File: src/rtl/lan_act_blink.sv
// Per-port LAN activity LED blinker on the 32.768 kHz domain.
// Build option LAN_ACT_LINK_STEADY_EN: LED steady on while linked; otherwise lit only in the blink-on phase.
module lan_act_blink #(
  parameter int PORTS      = 2,
  parameter int BLINK_HALF = 1024,
  parameter int CW         = 10
) (
  input  logic             CLK32768,
  input  logic             RST_N,
  input  logic             ALL_PWRGD,
  input  logic [PORTS-1:0] RActivity,
  input  logic [PORTS-1:0] Speed1R,
  input  logic [PORTS-1:0] Speed2R,
  output logic [PORTS-1:0] ActLED_N
);

  // state     | meaning
  // OFF       | no power-good or no link, LED dark
  // IDLE      | linked, no pending traffic
  // BLINK_OFF | dark half-period of a blink
  // BLINK_ON  | lit half-period of a blink
  typedef enum logic [1:0] {
    ST_OFF,
    ST_IDLE,
    ST_BLINK_OFF,
    ST_BLINK_ON
  } state_t;

`ifdef LAN_ACT_LINK_STEADY_EN
  localparam logic IDLE_LED_N = 1'b0;
`else
  localparam logic IDLE_LED_N = 1'b1;
`endif

  localparam logic [CW-1:0] CNT_LAST = CW'(BLINK_HALF - 1);

  logic [PORTS-1:0] act_s1, act_s2, act_s3;
  logic [PORTS-1:0] spd1_s1, spd1_s2, spd2_s1, spd2_s2;
  logic [PORTS-1:0] link, act_evt;
  logic [CW-1:0]    cnt_q;
  logic             tick;
  state_t           state_q [PORTS];
  state_t           state_d [PORTS];
  logic [PORTS-1:0] pend_q, pend_d, led_d;

  // Synchronizers reset high so release never looks like an event or a link.
  always_ff @(posedge CLK32768 or negedge RST_N) begin
    if (!RST_N) begin
      act_s1  <= '1;
      act_s2  <= '1;
      act_s3  <= '1;
      spd1_s1 <= '1;
      spd1_s2 <= '1;
      spd2_s1 <= '1;
      spd2_s2 <= '1;
    end else begin
      act_s1  <= RActivity;
      act_s2  <= act_s1;
      act_s3  <= act_s2;
      spd1_s1 <= Speed1R;
      spd1_s2 <= spd1_s1;
      spd2_s1 <= Speed2R;
      spd2_s2 <= spd2_s1;
    end
  end

  assign link    = ~(spd1_s2 & spd2_s2);
  assign act_evt = act_s3 & ~act_s2;
  assign tick    = (cnt_q == CNT_LAST);

  always_ff @(posedge CLK32768 or negedge RST_N) begin
    if (!RST_N) cnt_q <= '0;
    else        cnt_q <= tick ? '0 : cnt_q + CW'(1);
  end

  always_comb begin
    for (int i = 0; i < PORTS; i++) begin
      state_d[i] = state_q[i];
      pend_d[i]  = pend_q[i];
      led_d[i]   = 1'b1;
      if (!ALL_PWRGD || !link[i]) begin
        state_d[i] = ST_OFF;
        pend_d[i]  = 1'b0;
      end else begin
        case (state_q[i])
          ST_OFF:       state_d[i] = ST_IDLE;
          ST_IDLE:      if (tick && pend_q[i]) state_d[i] = ST_BLINK_OFF;
          ST_BLINK_OFF: if (tick) state_d[i] = ST_BLINK_ON;
          ST_BLINK_ON:  if (tick) state_d[i] = pend_q[i] ? ST_BLINK_OFF : ST_IDLE;
          default:      state_d[i] = ST_OFF;
        endcase
        // An event landing on the same tick that starts a dark phase survives.
        if (state_d[i] == ST_BLINK_OFF && state_q[i] != ST_BLINK_OFF) pend_d[i] = 1'b0;
        if (act_evt[i]) pend_d[i] = 1'b1;
      end
      case (state_q[i])
        ST_IDLE:     led_d[i] = IDLE_LED_N;
        ST_BLINK_ON: led_d[i] = 1'b0;
        default:     led_d[i] = 1'b1;
      endcase
    end
  end

  always_ff @(posedge CLK32768 or negedge RST_N) begin
    if (!RST_N) begin
      for (int i = 0; i < PORTS; i++) state_q[i] <= ST_OFF;
      pend_q   <= '0;
      ActLED_N <= '1;
    end else begin
      for (int i = 0; i < PORTS; i++) state_q[i] <= state_d[i];
      pend_q   <= pend_d;
      ActLED_N <= led_d;
    end
  end

endmodule

File: config.mk
export PLATFORM = sky130hd
export DESIGN_NAME = lan_act_blink
export DESIGN_NICKNAME = d
export VERILOG_FILES = /design/src/rtl/lan_act_blink.sv
export SDC_FILE = /design/constraint.sdc
export NUM_CORES = 1
export LEC_CHECK = 0
export ABC_AREA = 1
export CORE_MARGIN = 4
export CORE_UTILIZATION = 48
export CTS_CLUSTER_SIZE = 12
export DETAILED_ROUTE_END_ITERATION = 16
export DONT_BUFFER_PORTS = 1
export PLACE_DENSITY = 0.67
export SETUP_SLACK_MARGIN = 0.05
export SYNTH_ARGS = -nofsm -noshare
export SYNTH_HDL_FRONTEND = slang
export SYNTH_SLANG_ARGS = --single-unit
File: constraint.sdc
create_clock -name CLK32768 -period 2.7 [get_ports CLK32768]
set_input_delay 0.405 -clock CLK32768 [delete_from_list [all_inputs] [get_ports CLK32768]]
set_output_delay 0.405 -clock CLK32768 [all_outputs]
set_load 0.005 [all_outputs]
Word level (Yosys, flattened, before mapping) --
Cells that the tools add are included. W data, S select, Z words.
Storage, ports and cells: latch bits 0, RAM bits 0, word-level logic and storage cells 65, memories kept 0, register bits after elaboration 32, output and inout bits 2, memory bits (read-only) 0
Cells by class: equal/unequal tests 11, reductions and logical operators 13, multipliers 0, add/subtract/negate cells 1, order comparisons 0, divide/modulo/power cells 0, bitwise operators 4, shift-type cells 0, multiplexer cells 23
Operators by type and width (count):
- $mux W2 | 12
- $pmux W2 S4 | 2
- $eq A2 B2 Y1 const B | 6
- $add A10 B1 Y10 const B | 1
- $eq A10 B10 Y1 const B | 1
- $mux W10 | 1
- $mux W1 | 8
- $reduce_bool A3 Y1 | 2
- $and A2 B2 Y2 | 2
- $eq A2 B1 Y1 const B | 2
- $logic_and A1 B1 Y1 | 4
- $logic_not A2 Y1 | 2
- $ne A2 B2 Y1 const B | 2
- $not A2 Y2 | 2
- $logic_not A1 Y1 | 3
- $logic_or A1 B1 Y1 | 2

Depth between registers and ports, before layout --
depth after elaboration 10, gate-level depth with buffers 8, depth with buffers taken out 8

Least setup slack after synthesis --
Ideal clock, no wire load.
path type reg2reg, start register cnt_q[0], end register state_q[0] in the netlist's numbering, path buffers 0, clock period less this slack 1.236 ns, path slack 1.464 ns, data arrival time 1.122 ns, cell stages (with the launch flop) 9, setup time 0.114 ns, data required time 2.586 ns, cell sequence dfrtp_1 > ha_1 > nand2_1 > nor2_4 > nand2_4 > nor2_8 > nand3_2 > nand2_1 > nor2_1
RTL lines:
- start, declared | line 40 | logic [CW-1:0] cnt_q;
- start signal, assigned | line 73 | else cnt_q <= tick ? '0 : cnt_q + CW'(1);
- end, declared | line 42 | state_t state_q [PORTS];

==> impl_metrics.toml <==
[outcome]
status = "finished clean"

[floorplan]
rows = 18
die_y_microns = 58.6
core-area_sq_mm = 0.00245
die_area_sq_mm = 0.00344
ios = 11
start_util_pct = 50.1
die_w_microns = 58.6

[yosys]
yosysWarningCount = 0
syn-cell-area_sq_mm = 0.00123
syn-instance-count = 105
seq_area_frac_synth_pct = 66.7
ys_types = 21
yosys_register_bits = 32
syn_area_per_cell_sq_um = 11.7
syn_nets = 115

[detailed_routing]
vias = 700
wl_mm = 1.69
routed_via_density = 4.83
drt_iter0_drc = 27
dr.pass1.iters = 4
remaining_drc_errors = 0
postRouteAntennaNets = 0
avgRoutedWirePerCell_microns = 11.7

[global_routing]
grt_max_degree = 33
use_met1_pct = 13.7
groute.usage.overall_pct = 12.0
grt_util_met3_pct = 5.92
grt_pass1_wl_mm = 2.97
first_global_vias = 711
busiest_layer = "met2"
grt_overflow = 0
met2_usage_pct = 19.0
antenna_found_initial = 0

[timing]
setup_viol = 0
fin_tns_setup_ns = 0
slew_headroom_pct = 83.1
worst_slew_pin_slew_ns = 0.253
finalCritPeriodShare_pct = 48.9
fin_skew_ns = 0.00998
max_freq_ghz = 0.757
rsz0062_at_grt = "false"
drv_slew = 0
fin_crit_ns = 1.32
finalHoldViolations = 0
holdWs_ns = 0.0809

[finish]
area_delta_synth_final_pct = 10.3
layout-drive-gt1-share_pct = 28.7
antenna_cells = 0
layout_common_cells = "20 x nand2_1, 16 x dfstp_2, 16 x inv_1, 16 x dfrtp_1, 8 x nor2_1"
final_common_cell = "nand2_1"
final_cell_area_sq_mm = 0.00136
fill_cells = 204
final_nets = 124

[setup_path]
path_class = "register to register"
cp-startpoint = "cnt_q[0]$_DFF_PN0_"
r2r_cells = 8
required_ns = 2.92
worstReg2RegEnd = "state_q[0]$_DFF_PN0_"
r2r_slack_ns = 1.38
crit_fanout = 5
arrival_ns = 1.54
cp-start-kind = "register"
reg2reg_from = "cnt_q[0]$_DFF_PN0_"
endpoint_kind = "register"

[cts]
cts_tree = "yes"
clock_sinks = 32
post_cts.repair.setup_buffers = 0
cts_max_level = 2
cts_resized = 0
ctsRootBufferMaster = "clkbuf_4"
cts_buffers = 5
clkLatencyLatePin_ns = 0.32
cts_hold_buf = 2
cts.reportedPaths.clkPinSlew_ns = 0.09
cts_max_path_buffers = 2

[place]
finalWeightedCongestion = 0.726
dp_hpwl_mm = 1.18
placed_area_sq_mm = 0.00127
port_buffers = 0

[power]
power_density_mw_per_mm2 = 592
vdd_drop_max_mv = 0.423
p_leak_nw = 0.686

[worst_hold_path]
holdPathEnd = "spd1_s1[1]$_DFF_PN1_"
hold_class = "input pin to register"
min_path_cells = 0
worstHoldStart = "Speed1R[1]"

[job]
drv_cap = 0
[layer usage]
metal | up-vias | routed length, microns
li1 | 341 | -
met1 | 337 | 745
met2 | 20 | 812
met3 | 2 | 122
met4 | 0 | 12
met5 | - | 0
[area by class of cell]
type / count / area, sq um / area share (%)
inverters: 16 / 60.1 / 4.43
repair buffers: 2 / 30.0 / 2.21
multi-input cells: 57 / 349 / 25.7
well taps: 30 / 37.5 / 2.77
flip-flops and latches: 32 / 821 / 60.5
clock buffers: 8 / 58.8 / 4.34
[worst max path at each step]
stage / endpoint / slack [ns] / depth (start not counted)
6_report: state_q[0]$_DFF_PN0_ / 1.38 / 8
5_1_grt: state_q[0]$_DFF_PN0_ / 1.23 / 8
4_1_cts: state_q[0]$_DFF_PN0_ / 1.37 / 8
3_5_place_dp: state_q[2]$_DFF_PN0_ / 1.37 / 8
3_3_place_gp: state_q[0]$_DFF_PN0_ / 1.40 / 8
2_1_floorplan: state_q[0]$_DFF_PN0_ / 1.46 / 8
[state kept, by name, summed over array words and instances, names as in the netlist]
| name | count |
|---|---|
| ActLED_N | 2 |
| act_s1 | 2 |
| act_s2 | 2 |
| act_s3 | 2 |
| cnt_q | 10 |
| pend_q | 2 |
| spd1_s1 | 2 |
| spd1_s2 | 2 |
| spd2_s1 | 2 |
| spd2_s2 | 2 |
| state_q | 4 |
[report_power, final]
part / leakage (nW) / internal [mW] / switching (mW)
logic: 0.280 / 0.00756 / 0.0143
clock network: 0.0326 / 0.128 / 0.144
registers: 0.373 / 0.502 / 0.00653
[cell usage after synthesis]
library cell	number	area share, %
dfstp_2	16	34
nand3_2	3	2.4
a21oi_2	2	1.4
nand2_4	1	0.92
inv_1	16	4.9
a31oi_1	1	0.51
nand3_1	1	0.41
nand2_2	1	0.51
dfrtp_1	16	33
o21ai_1	1	0.41
or2_1	1	0.51
o21ai_0	1	0.41
nor2_4	1	0.92
nand4_1	2	1.0
a21oi_1	5	2.0
nor2_8	2	3.3
ha_1	1	1.0
xor2_1	4	2.8
nand2_1	20	6.1
nor2_1	8	2.4
nand3b_1	2	1.2
[per-stage QoR]
stage | total power [mW] | std cells | setup WS (ns) | util (%)
after floorplan | 0.523 | 105 | 1.46 | -
after global placement | 0.525 | 135 | 1.40 | 51.6
after detailed placement | 0.526 | 135 | 1.37 | 51.6
after CTS | 0.820 | 145 | 1.37 | 55.2
after global routing | 0.845 | 145 | 1.23 | 55.2
final | 0.803 | 145 | 1.38 | 55.2
[logic make-up (layout without fill, tap and decap cells)]
| group | count (synthesis) | after routing | share of synthesized area (%) |
|---|---|---|---|
| compound gates | 10 | 10 | 4.78 |
| xor+xnor | 4 | 4 | 2.85 |
| fa+ha+maj | 1 | 1 | 1.02 |
| buf+inv | 16 | 26 | 4.88 |
| flops | 32 | 32 | 66.7 |
| simple gates | 42 | 42 | 19.7 |
[worst max-delay path, stage by stage (launching register included)]
cell     delay (ns)
dfrtp_1        0.37
ha_1           0.17
nand2_1        0.10
nor2_4         0.19
nand2_4        0.10
nor2_8         0.11
nand3_2        0.09
nand2_1        0.07
nor2_1         0.04
No activity file was read; power rests on OpenSTA's default activity.
